$ cat src/rtl/pipe_ctrl_pkg.sv
// pipe_ctrl_pkg
// Shared definitions for the pipeline run-control unit.
//   cmd_e       : command codes carried on the debug command bus
//   state_e     : run-control state encoding (also exported as o_state)
//   drain_width : width of a counter able to hold N_STAGES-1
//   DRAIN_W     : drain counter width for the default five-stage pipeline
package pipe_ctrl_pkg;

  typedef enum logic [2:0] {
    CMD_NOP    = 3'd0,
    CMD_RUN    = 3'd1,
    CMD_STEP   = 3'd2,
    CMD_HALT   = 3'd3,
    CMD_CLEAR  = 3'd4,
    CMD_SET_BP = 3'd5
  } cmd_e;

  typedef enum logic [1:0] {
    ST_IDLE = 2'd0,
    ST_RUN  = 2'd1,
    ST_STEP = 2'd2,
    ST_DONE = 2'd3
  } state_e;

  localparam int N_STAGES_DEFAULT = 5;

  // A one-stage pipeline would still need a one-bit counter, hence the floor.
  function automatic int drain_width(input int n_stages);
    return (n_stages < 2) ? 1 : $clog2(n_stages);
  endfunction

  localparam int DRAIN_W = drain_width(N_STAGES_DEFAULT);

endpackage

$ cat src/rtl/pipeline_run_ctrl_if.sv
// pipeline_run_ctrl_if
// Command handshake between the debug front-end and the run-control unit.
//   i_cmd_valid : command offered by the front-end
//   i_cmd       : command code (see pipe_ctrl_pkg::cmd_e)
//   i_cmd_data  : breakpoint address for SET_BP
//   o_cmd_ready : run-control can accept a command this cycle
// Modports: master = debug front-end, slave = run-control unit.
interface pipeline_run_ctrl_if #(
  parameter int NB_CMD     = 3,
  parameter int NB_ADDRESS = 32
);
  logic                  i_cmd_valid;
  logic [NB_CMD-1:0]     i_cmd;
  logic [NB_ADDRESS-1:0] i_cmd_data;
  logic                  o_cmd_ready;

  modport master (
    output i_cmd_valid,
    output i_cmd,
    output i_cmd_data,
    input  o_cmd_ready
  );

  modport slave (
    input  i_cmd_valid,
    input  i_cmd,
    input  i_cmd_data,
    output o_cmd_ready
  );
endinterface

$ cat src/rtl/pipe_ctrl_sat_counter.sv
// pipe_ctrl_sat_counter
// Saturating up-counter with synchronous clear.
//   clk    : rising-edge clock
//   reset  : synchronous active-high reset (count -> 0)
//   enable : count one step this cycle
//   clear  : synchronous clear, takes priority over enable
//   count  : current value, sticks at all-ones
module pipe_ctrl_sat_counter #(
  parameter int WIDTH = 32
) (
  input  logic             clk,
  input  logic             reset,
  input  logic             enable,
  input  logic             clear,
  output logic [WIDTH-1:0] count
);

  // Clear wins over counting; once all-ones the value is held.
  always_ff @(posedge clk) begin
    if (reset || clear) begin
      count <= '0;
    end else if (enable && (count != '1)) begin
      count <= count + WIDTH'(1);
    end
  end

endmodule

$ cat src/rtl/pipeline_run_ctrl.sv
// pipeline_run_ctrl
// Run-control unit for the MIPS pipeline: accepts RUN/STEP/HALT/CLEAR/SET_BP
// commands, drives the global stage enable and fetch enable, drains the
// pipeline after a fetched HALT instruction and counts enabled cycles.
// Ports:
//   i_clk, i_reset  : clock, synchronous active-high reset
//   cmd_bus         : command handshake (pipeline_run_ctrl_if.slave)
//   i_halt_fetched  : IF holds a HALT instruction this cycle
//   i_pc            : current IF PC (breakpoint compare only)
//   o_pipe_en       : global stage-register enable
//   o_fetch_en      : PC/IF enable
//   o_state         : 0 IDLE, 1 RUN, 2 STEP, 3 DONE
//   o_cycle_count   : saturating count of enabled cycles
//   o_done          : one-cycle pulse on entering DONE
//   o_cmd_err       : one-cycle pulse after an illegal command is accepted
//   o_bp_hit        : one-cycle pulse on a breakpoint stop
// Build option: define PIPE_CTRL_BREAKPOINT_EN to enable the PC breakpoint;
// without it SET_BP is a legal no-op and o_bp_hit stays 0.
module pipeline_run_ctrl
  import pipe_ctrl_pkg::*;
#(
  parameter int N_STAGES     = 5,
  parameter int NB_CYCLE_CNT = 32,
  parameter int NB_ADDRESS   = 32,
  parameter int NB_CMD       = 3
) (
  input  logic                    i_clk,
  input  logic                    i_reset,
  pipeline_run_ctrl_if.slave      cmd_bus,
  input  logic                    i_halt_fetched,
  input  logic [NB_ADDRESS-1:0]   i_pc,
  output logic                    o_pipe_en,
  output logic                    o_fetch_en,
  output logic [1:0]              o_state,
  output logic [NB_CYCLE_CNT-1:0] o_cycle_count,
  output logic                    o_done,
  output logic                    o_cmd_err,
  output logic                    o_bp_hit
);

  localparam int                  DRAIN_CNT_W = drain_width(N_STAGES);
  localparam logic [DRAIN_CNT_W-1:0] DRAIN_INIT = DRAIN_CNT_W'(N_STAGES - 1);
  localparam logic [DRAIN_CNT_W-1:0] DRAIN_LAST = DRAIN_CNT_W'(1);

`ifdef PIPE_CTRL_BREAKPOINT_EN
  localparam bit BP_EN = 1'b1;
`else
  localparam bit BP_EN = 1'b0;
`endif

  state_e                 state, state_d;
  logic                   halt_pending, halt_pending_d;
  logic [DRAIN_CNT_W-1:0] drain_cnt, drain_cnt_d;
  logic                   done_q, cmd_err_q, bp_hit_q;
  logic                   cmd_err_d, bp_hit_d;
  logic                   cmd_ready, cmd_fire;
  logic                   pipe_en;
  logic                   cnt_clear, bp_load, bp_clear, bp_trigger;
  cmd_e                   cmd_code;

  assign cmd_ready           = (state != ST_STEP);
  assign cmd_bus.o_cmd_ready = cmd_ready;
  assign cmd_fire            = cmd_bus.i_cmd_valid & cmd_ready;
  assign cmd_code            = cmd_e'(cmd_bus.i_cmd[2:0]);
  assign pipe_en             = (state == ST_RUN) | (state == ST_STEP);

  assign o_pipe_en  = pipe_en;
  assign o_fetch_en = pipe_en & ~halt_pending;
  assign o_state    = state;
  assign o_done     = done_q;
  assign o_cmd_err  = cmd_err_q;
  assign o_bp_hit   = bp_hit_q;

  // Registered FSM state, drain tracking and the one-cycle status pulses.
  always_ff @(posedge i_clk) begin
    if (i_reset) begin
      state        <= ST_IDLE;
      halt_pending <= 1'b0;
      drain_cnt    <= '0;
      done_q       <= 1'b0;
      cmd_err_q    <= 1'b0;
      bp_hit_q     <= 1'b0;
    end else begin
      state        <= state_d;
      halt_pending <= halt_pending_d;
      drain_cnt    <= drain_cnt_d;
      done_q       <= (state_d == ST_DONE) && (state != ST_DONE);
      cmd_err_q    <= cmd_err_d;
      bp_hit_q     <= bp_hit_d;
    end
  end

  // Next-state logic. Later blocks override earlier ones: command handling
  // first, then the STEP auto-return, then a breakpoint stop, and finally
  // drain completion, so reaching DONE beats a simultaneous HALT command.
  always_comb begin
    state_d        = state;
    halt_pending_d = halt_pending;
    drain_cnt_d    = drain_cnt;
    cmd_err_d      = 1'b0;
    bp_hit_d       = 1'b0;
    cnt_clear      = 1'b0;
    bp_load        = 1'b0;
    bp_clear       = 1'b0;

    if (cmd_fire) begin
      unique case (state)
        ST_IDLE: begin
          unique case (cmd_code)
            CMD_RUN:    state_d = ST_RUN;
            CMD_STEP:   state_d = ST_STEP;
            CMD_CLEAR: begin
              cnt_clear      = 1'b1;
              halt_pending_d = 1'b0;
              drain_cnt_d    = '0;
              bp_clear       = 1'b1;
            end
            CMD_SET_BP: bp_load = 1'b1;
            default:    ;
          endcase
        end
        ST_RUN: begin
          unique case (cmd_code)
            CMD_HALT:                      state_d   = ST_IDLE;
            CMD_RUN, CMD_STEP, CMD_CLEAR:  cmd_err_d = 1'b1;
            CMD_SET_BP:                    cmd_err_d = BP_EN;
            default:                       ;
          endcase
        end
        ST_DONE: begin
          unique case (cmd_code)
            CMD_NOP:    ;
            CMD_CLEAR: begin
              state_d        = ST_IDLE;
              cnt_clear      = 1'b1;
              halt_pending_d = 1'b0;
              drain_cnt_d    = '0;
              bp_clear       = 1'b1;
            end
            CMD_SET_BP: bp_load = 1'b1;
            default:    cmd_err_d = 1'b1;
          endcase
        end
        default: ;
      endcase
    end

    if (state == ST_STEP) begin
      state_d = ST_IDLE;
    end

    if (bp_trigger) begin
      state_d  = ST_IDLE;
      bp_hit_d = 1'b1;
    end

    // A HALT seen while already draining is ignored; otherwise it arms the
    // drain. Only enabled cycles advance the drain.
    if (pipe_en) begin
      if (halt_pending) begin
        if (drain_cnt == DRAIN_LAST) begin
          drain_cnt_d = '0;
          state_d     = ST_DONE;
        end else if (drain_cnt != '0) begin
          drain_cnt_d = drain_cnt - DRAIN_LAST;
        end
      end else if (i_halt_fetched) begin
        halt_pending_d = 1'b1;
        drain_cnt_d    = DRAIN_INIT;
      end
    end
  end

`ifdef PIPE_CTRL_BREAKPOINT_EN
  logic [NB_ADDRESS-1:0] bp_addr;
  logic                  bp_valid;
  logic                  bp_mask;
  logic                  bp_match;

  assign bp_match   = bp_valid & (i_pc == bp_addr);
  assign bp_trigger = (state == ST_RUN) & ~halt_pending & bp_match & ~bp_mask;

  // bp_mask stops an immediate re-trigger when RUN resumes on the PC that
  // just stopped us; it lifts once the running PC moves off the address.
  always_ff @(posedge i_clk) begin
    if (i_reset) begin
      bp_addr  <= '0;
      bp_valid <= 1'b0;
      bp_mask  <= 1'b0;
    end else if (bp_clear) begin
      bp_valid <= 1'b0;
      bp_mask  <= 1'b0;
    end else if (bp_load) begin
      bp_addr  <= cmd_bus.i_cmd_data;
      bp_valid <= 1'b1;
      bp_mask  <= 1'b0;
    end else if (bp_trigger) begin
      bp_mask  <= 1'b1;
    end else if ((state == ST_RUN) && !bp_match) begin
      bp_mask  <= 1'b0;
    end
  end
`else
  logic unused_bp;
  assign bp_trigger = 1'b0;
  assign unused_bp  = ^{i_pc, cmd_bus.i_cmd_data, bp_load, bp_clear};
`endif

  pipe_ctrl_sat_counter #(
    .WIDTH (NB_CYCLE_CNT)
  ) u_cycle_counter (
    .clk    (i_clk),
    .reset  (i_reset),
    .enable (pipe_en),
    .clear  (cnt_clear),
    .count  (o_cycle_count)
  );

endmodule

$ cat src/flat_wrapper.sv
// flat-port wrapper written by rule: the top's interface ports become plain ports
module pipeline_run_ctrl_flat import pipe_ctrl_pkg::*;
#(
  parameter int N_STAGES     = 5,
  parameter int NB_CYCLE_CNT = 32,
  parameter int NB_ADDRESS   = 32,
  parameter int NB_CMD       = 3
)
  (i_clk, i_reset, i_halt_fetched, i_pc, o_pipe_en, o_fetch_en, o_state, o_cycle_count, o_done, o_cmd_err, o_bp_hit, cmd_bus_i_cmd_valid, cmd_bus_i_cmd, cmd_bus_i_cmd_data, cmd_bus_o_cmd_ready);
  pipeline_run_ctrl_if #(.NB_CMD(NB_CMD), .NB_ADDRESS(NB_ADDRESS)) cmd_bus_i ();
  input  logic i_clk;
  input  logic i_reset;
  input  logic i_halt_fetched;
  input  logic [NB_ADDRESS-1:0] i_pc;
  output logic o_pipe_en;
  output logic o_fetch_en;
  output logic [1:0] o_state;
  output logic [NB_CYCLE_CNT-1:0] o_cycle_count;
  output logic o_done;
  output logic o_cmd_err;
  output logic o_bp_hit;
  input wire logic [$bits(cmd_bus_i.i_cmd_valid)-1:0] cmd_bus_i_cmd_valid;
  input wire logic [$bits(cmd_bus_i.i_cmd)-1:0] cmd_bus_i_cmd;
  input wire logic [$bits(cmd_bus_i.i_cmd_data)-1:0] cmd_bus_i_cmd_data;
  output wire logic [$bits(cmd_bus_i.o_cmd_ready)-1:0] cmd_bus_o_cmd_ready;
  assign cmd_bus_i.i_cmd_valid = cmd_bus_i_cmd_valid;
  assign cmd_bus_i.i_cmd = cmd_bus_i_cmd;
  assign cmd_bus_i.i_cmd_data = cmd_bus_i_cmd_data;
  assign cmd_bus_o_cmd_ready = cmd_bus_i.o_cmd_ready;
  pipeline_run_ctrl #(.N_STAGES(N_STAGES), .NB_CYCLE_CNT(NB_CYCLE_CNT), .NB_ADDRESS(NB_ADDRESS), .NB_CMD(NB_CMD)) u_core (.i_clk(i_clk), .i_reset(i_reset), .cmd_bus(cmd_bus_i), .i_halt_fetched(i_halt_fetched), .i_pc(i_pc), .o_pipe_en(o_pipe_en), .o_fetch_en(o_fetch_en), .o_state(o_state), .o_cycle_count(o_cycle_count), .o_done(o_done), .o_cmd_err(o_cmd_err), .o_bp_hit(o_bp_hit));
endmodule
$ cat config.mk
export PLATFORM = sky130hd
export DESIGN_NAME = pipeline_run_ctrl_flat
export DESIGN_NICKNAME = d
export VERILOG_FILES = /design/src/rtl/pipe_ctrl_pkg.sv /design/src/rtl/pipeline_run_ctrl_if.sv /design/src/rtl/pipe_ctrl_sat_counter.sv /design/src/rtl/pipeline_run_ctrl.sv /design/src/flat_wrapper.sv
export SDC_FILE = /design/constraint.sdc
export NUM_CORES = 1
export LEC_CHECK = 0
export CAP_MARGIN = 20
export CORE_MARGIN = 10
export CORE_UTILIZATION = 43
export DETAILED_ROUTE_END_ITERATION = 16
export PLACE_DENSITY = 0.85
export RECOVER_POWER = 50
export SLEW_MARGIN = 10
export SYNTH_ARGS = -nofsm -noshare
export SYNTH_HDL_FRONTEND = slang
export SYNTH_SLANG_ARGS = --single-unit
$ cat constraint.sdc
create_clock -name i_clk -period 6.47 [get_ports i_clk]
set_clock_uncertainty 0.15 [all_clocks]
set_input_delay 1.294 -clock i_clk [delete_from_list [all_inputs] [get_ports i_clk]]
set_output_delay 1.294 -clock i_clk [all_outputs]
set_load 0.01 [all_outputs]
; Yosys cells after proc, flatten, opt, wreduce, memory -nomap -nowiden
; Index checks and enable logic that the tools add are counted.
[op_classes]
n_addsub = 2
n_eq_ne = 13
n_mux = 29
n_bitwise = 5
reduce_logical = 10
[ops]
columns = cell, n
row1 = adder 32 x 1 -> 32 bit (second input constant), 1
row2 = inequality test 32 bit (second input constant), 1
row3 = two-way mux 3 bit, 8
row4 = two-way mux 2 bit, 7
row5 = two-way mux 1 bit, 11
row6 = == test 2 bit (second input constant), 3
row7 = == test 3 x 1 -> 1 bit (second input constant), 2
row8 = == test 3 x 2 -> 1 bit (second input constant), 2
row9 = == test 3 bit (second input constant), 2
row10 = case mux 2 bit (3 select lines), 1
row11 = OR reduction 3 bit, 2
row12 = inequality test 2 bit (second input constant), 2
row13 = case mux 2 bit (2 select lines), 1
row14 = OR reduction 2 bit, 2
row15 = logical NOT 3 bit, 1
row16 = nonzero test 3 bit, 1
row17 = subtractor 3 x 1 -> 3 bit (second input constant), 1
row18 = AND 1 bit, 2
row19 = == test 2 x 1 -> 1 bit (second input constant), 1
row20 = logical AND 1 bit, 2
row21 = logical NOT 2 bit, 1
row22 = NOT 1 bit, 2
row23 = case mux 1 bit (2 select lines), 1
row24 = logical OR 1 bit, 1
row25 = bitwise OR 1 bit, 1
[word_totals]
register_bits = 40
inputBits = 71
output_inout_bits = 40
word_cells = 65

; Longest topological paths before layout
[depth]
word_depth = 10
ltp_mapped = 9

; Hierarchy
; A second synthesis with hierarchy kept.
[unflattened]
hier_cells = 266
hier_area_um2 = 2324.7
[by_module_without_submodules]
columns = mod, n_inst, cells_per_inst, area_per_inst_um2, seq_area_each_um2
row1 = pipe_ctrl_sat_counter, 1, 189, 1681.6, 640.6
row2 = pipeline_run_ctrl, 1, 77, 643.1, 160.2

; Worst setup path after synthesis
; OpenSTA, ideal clock, no wires.
[synth_path]
path_type = input to register
startpoint = input port cmd_bus_i_cmd[0]
endpoint = register u_core.done_q, in the netlist u_core.o_done
setup_time_ns = 0.114
arrival_ns = 2.670
slack_ns = 3.535
stages = 6
path_buffers = 1
path_cell_list = clkbuf_1 -> nor4bb_1 -> o31ai_1 -> a22oi_1 -> or3_1 -> a2111oi_0
[synth_via]
elab_chain_len = 10
elab_cells_between_ends = 15
classes_between = 5 x eq/ne / 9 x mux / 1 x reduce/logical
[synth_rtl]
columns = element, line
row1 = from (decl), flat_wrapper.sv:23  ; input wire logic [$bits(cmd_bus_i.i_cmd)-1:0] cmd_bus_i_cmd;
row2 = "== test 3 x 2 -> 1 bit, or another cell as far along", pipeline_run_ctrl.sv:109  ; unique case (cmd_code)
row3 = "case mux 2 bit (2 select lines), or another cell as far along", pipeline_run_ctrl.sv:109
row4 = case mux 2 bit (3 select lines) (*), pipeline_run_ctrl.sv:107  ; unique case (state)
row5 = two-way mux 2 bit (*), pipeline_run_ctrl.sv:106  ; if (cmd_fire) begin
row6 = two-way mux 2 bit (*), pipeline_run_ctrl.sv:148  ; if (state == ST_STEP) begin
row7 = two-way mux 2 bit, pipeline_run_ctrl.sv:161  ; if (drain_cnt == DRAIN_LAST) begin
row8 = two-way mux 2 bit, pipeline_run_ctrl.sv:160  ; if (halt_pending) begin
row9 = two-way mux 2 bit (*), pipeline_run_ctrl.sv:159  ; if (pipe_en) begin
row10 = == test 2 bit (*), pipeline_run_ctrl.sv:87  ; done_q <= (state_d == ST_DONE) && (state != ST_DONE);
row11 = logical AND 1 bit (*), pipeline_run_ctrl.sv:87
row12 = to (signal assigned), pipeline_run_ctrl.sv:87
row13 = to (decl), pipeline_run_ctrl.sv:54  ; logic done_q, cmd_err_q, bp_hit_q;
; Every way passes the cells marked *; elsewhere a longest branch is shown, timed or not.
; A chain may end at the register's enable or synchronous reset.

; Worst setup path in the final report
[layout_path]
startpoint = register u_core.state[1], in the netlist u_core.o_state[1]
endpoint = output port o_fetch_en
[layout_via]
elab_chain_len = 3
elab_cells_between_ends = 4
classes_between = 2 x eq/ne / 2 x bitwise
[layout_rtl]
columns = element, line
row1 = from (decl), pipeline_run_ctrl.sv:51  ; state_e state, state_d;
row2 = from (signal assigned), pipeline_run_ctrl.sv:84  ; state <= state_d;
row3 = == test 2 x 1 -> 1 bit or == test 2 bit (tied branches), pipeline_run_ctrl.sv:65  ; assign pipe_en = (state == ST_RUN) | (state == ST_STEP);
row4 = bitwise OR 1 bit (*), pipeline_run_ctrl.sv:65
row5 = AND 1 bit (*), pipeline_run_ctrl.sv:68  ; assign o_fetch_en = pipe_en & ~halt_pending;
row6 = to (decl), flat_wrapper.sv:16  ; output logic o_fetch_en;
; Marks and branches as above.

==> out/results.ini <==
[outcome]
status=finished, final reports clean

[sta]
fin_ws_ns=2.83
slew_violations=0
relSlewSlack_pct=40.4
fin_tns_setup_ns=0
rsz0062_at_grt=no
hold_violations=0
finalSetupViolCount=0
layout_min_cycle_time_ns=3.64
tightest_slew_ns=0.891
maxClockFrequency_mhz=275
post-route-period-util_pct=56.2

[pwr]
power_density_nw_per_um2=185
leakage_nw=1.05
power.switching_w=0.000120
switching_share_pct=22.6
combPwrFrac_pct=10.0
clkPwrFrac_pct=42.1
p_int_w=0.000410
power_w=0.000530
vdd_drop_max_uv=202
seq_power_share_pct=47.9

[critical_path]
cp-end-kind=output pin
regToRegSetupSlack_ns=3.35
reg2reg_from=u_core.o_state[1]
r2r_cells=7
startpoint_type=flip-flop
crit_required_ns=5.03
r2r-end=u_core.u_cycle_counter.count[21]
path_class=flip-flop to output pin
crit_arrival_ns=2.19
crit_path_start=u_core.o_state[1]
cp_max_fo=15

[logic_synthesis]
post-synth-top-count-cell=dfxtp_1
synth_area_leader_cell=dfxtp_1
synthesis.nets=356
synth_edf_count=0
synth_warnings=0
synth_cells=277
ys_ff_latch=40
synthTopCellsByCount=dfxtp_1 (40), nor2_1 (33), a21oi_1 (21), nand2_1 (18), xnor2_1 (17)
syn-cell-area_um2=2220
synth-seq-area-share_pct=36.0
postSynthAreaPerCell_um2=8.03
synthFlopType=dfxtp_1
ys_top_cells_by_area=dfxtp_1 (36%), xnor2_1 (6.7%), nor2_1 (5.6%)
async_reset_ff_share_pct=0
synth_cell_type_count=47
synth_top_area_share_pct=36.0

[clock_network]
cts_tree=yes
cts.repair.resized=0
post_cts_buffers=0
insertion_delay_ns=0.30
cts_max_level=2
cts.sinks=40
path_clk_slew_ns=0.07
clk_path_buf_depth=2
cts_buffers=5
hold_buffers=0
root_buffer=clkbuf_8

[floorplan]
dieHeight_um=91.9
ios=111
die_w_um=91.9
rows=26
dieArea_um2=8450
initial_core_util_pct=43.8
core_area_um2=5070

[layout]
areaGrowthSynthToFinish_pct=28.9
finalNonFillerCells=389
num-fill-cells=463
final_core_util_pct=56.5
fin_nets=397
drive_above_1_share_pct=4.70
antennaDiodeCount=0

[drt]
drtPass1Iterations=4
vias=2160
ant_nets=0
via_per_inst=5.55
wire_per_inst_um=13.7
wl_mm=5.34
drc=0
drt_iter0_drc=164

[grt]
grt-ovfl-total=0
antenna_found_initial=0
gr-usage-all-layers_pct=12.6
grt_max_degree=32
grt_pass1_vias=1953
grt_pass1_wl_mm=9.01

[run]
drv_cap=0

[min_path]
hp-start=u_core.u_cycle_counter.count[11]
hold_end=u_core.u_cycle_counter.count[11]
hold_class=flip-flop to flip-flop
hold_depth=2

[placed_design]
routabilityCongestion=0.817
pre_cts_slack_ns=2.60
dp_hpwl_mm=3.99
port-buffer-count=45
placed_cells=380

-- final cells by class --
cell class | instances | area, um^2 | area share [%]
multi-input combinational | 212 | 1320 | 45.9
tap | 70 | 87.6 | 3.06
timing repair buffer | 48 | 493 | 17.2
clock buffer | 7 | 96.3 | 3.36
inverter | 11 | 41.3 | 1.44
sequential | 40 | 801 | 27.9
clock inverter | 1 | 30.0 | 1.05
-- cell families (layout without fill, tap and decap cells) --
kind of cell / count (synthesis) / count (layout) / synth area share [%]
AO/OA/AOI/OAI: 53 / 53 / 14.6
XOR/XNOR: 20 / 20 / 7.88
adder cells (fa/ha/maj): 8 / 8 / 4.50
buffers and inverters: 25 / 67 / 4.78
flip-flops: 40 / 40 / 36.0
multiplexers: 2 / 2 / 0.900
other: 1 / 1 / 0.169
AND/OR/NAND/NOR: 128 / 128 / 31.2
-- power by group through the flow --
stage / sequential [W] / combinational (W) / clock, W
2_1_floorplan: 0.000259 / 0.0000323 / 0
3_3_place_gp: 0.000259 / 0.0000497 / 0
3_5_place_dp: 0.000259 / 0.0000511 / 0
4_1_cts: 0.000253 / 0.0000514 / 0.000227
5_1_grt: 0.000254 / 0.0000591 / 0.000241
6_report: 0.000254 / 0.0000531 / 0.000223
-- routing by layer --
layer / up-vias / track usage (%) / routed length [um]
li1: 1081 / - / -
met1: 1022 / 14.4 / 2320
met2: 51 / 20.5 / 2550
met3: 6 / 5.62 / 400
met4: 0 / 3.98 / 74
met5: - / 0 / 0
-- critical path, cell delays in order, from the launching register on --
cell	delay, ns
dfxtp_1	0.47
inv_1	0.11
ha_1	0.56
nor2b_1	0.20
clkdlybuf4s50_1	0.55
-- metrics by stage --
step	hold WS, ns	area, um^2
after floorplan	0.307	2220
after global placement	0.324	2710
after detailed placement	0.341	2710
after CTS	0.350	2840
after global routing	0.368	2870
final	0.345	2870
-- worst max-delay path by stage --
| stage | endpoint | slack [ns] | cells after the start |
|---|---|---|---|
| after floorplan | u_core.o_done | 3.54 | 6 |
| after global placement | u_core.u_cycle_counter.count[21] | 2.64 | 6 |
| after detailed placement | u_core.u_cycle_counter.count[9] | 2.60 | 6 |
| after CTS | o_fetch_en | 2.82 | 4 |
| after global routing | o_fetch_en | 2.69 | 4 |
| final | o_fetch_en | 2.83 | 4 |
-- placed cells by master, fill, tap and decap left out, drive strengths merged, types with 3 or more instances in the layout --
| master | n |
|---|---|
| dlygate4sd3 | 34 |
| xnor2 | 17 |
| dfxtp | 40 |
| and4 | 3 |
| nor4 | 6 |
| ha | 8 |
| inv | 11 |
| clkdlybuf4s50 | 11 |
| xor2 | 3 |
| or4 | 5 |
| nor2b | 5 |
| nor3 | 5 |
| nand2 | 18 |
| and3 | 4 |
| nor2 | 33 |
| nand3 | 13 |
| clkbuf | 7 |
| o21ai | 12 |
| buf | 3 |
| a21oi | 21 |
| a211oi | 4 |
| nand4 | 13 |
| nand2b | 4 |
| or3 | 11 |
-- state kept, by name (all words and copies together), names as in the netlist --
register and count:
u_core.drain_cnt 3, u_core.u_cycle_counter.count 32, u_core.o_done 1, u_core.o_cmd_err 1, u_core.o_state 2, u_core.halt_pending 1
No activity file was read; power rests on OpenSTA's default activity.
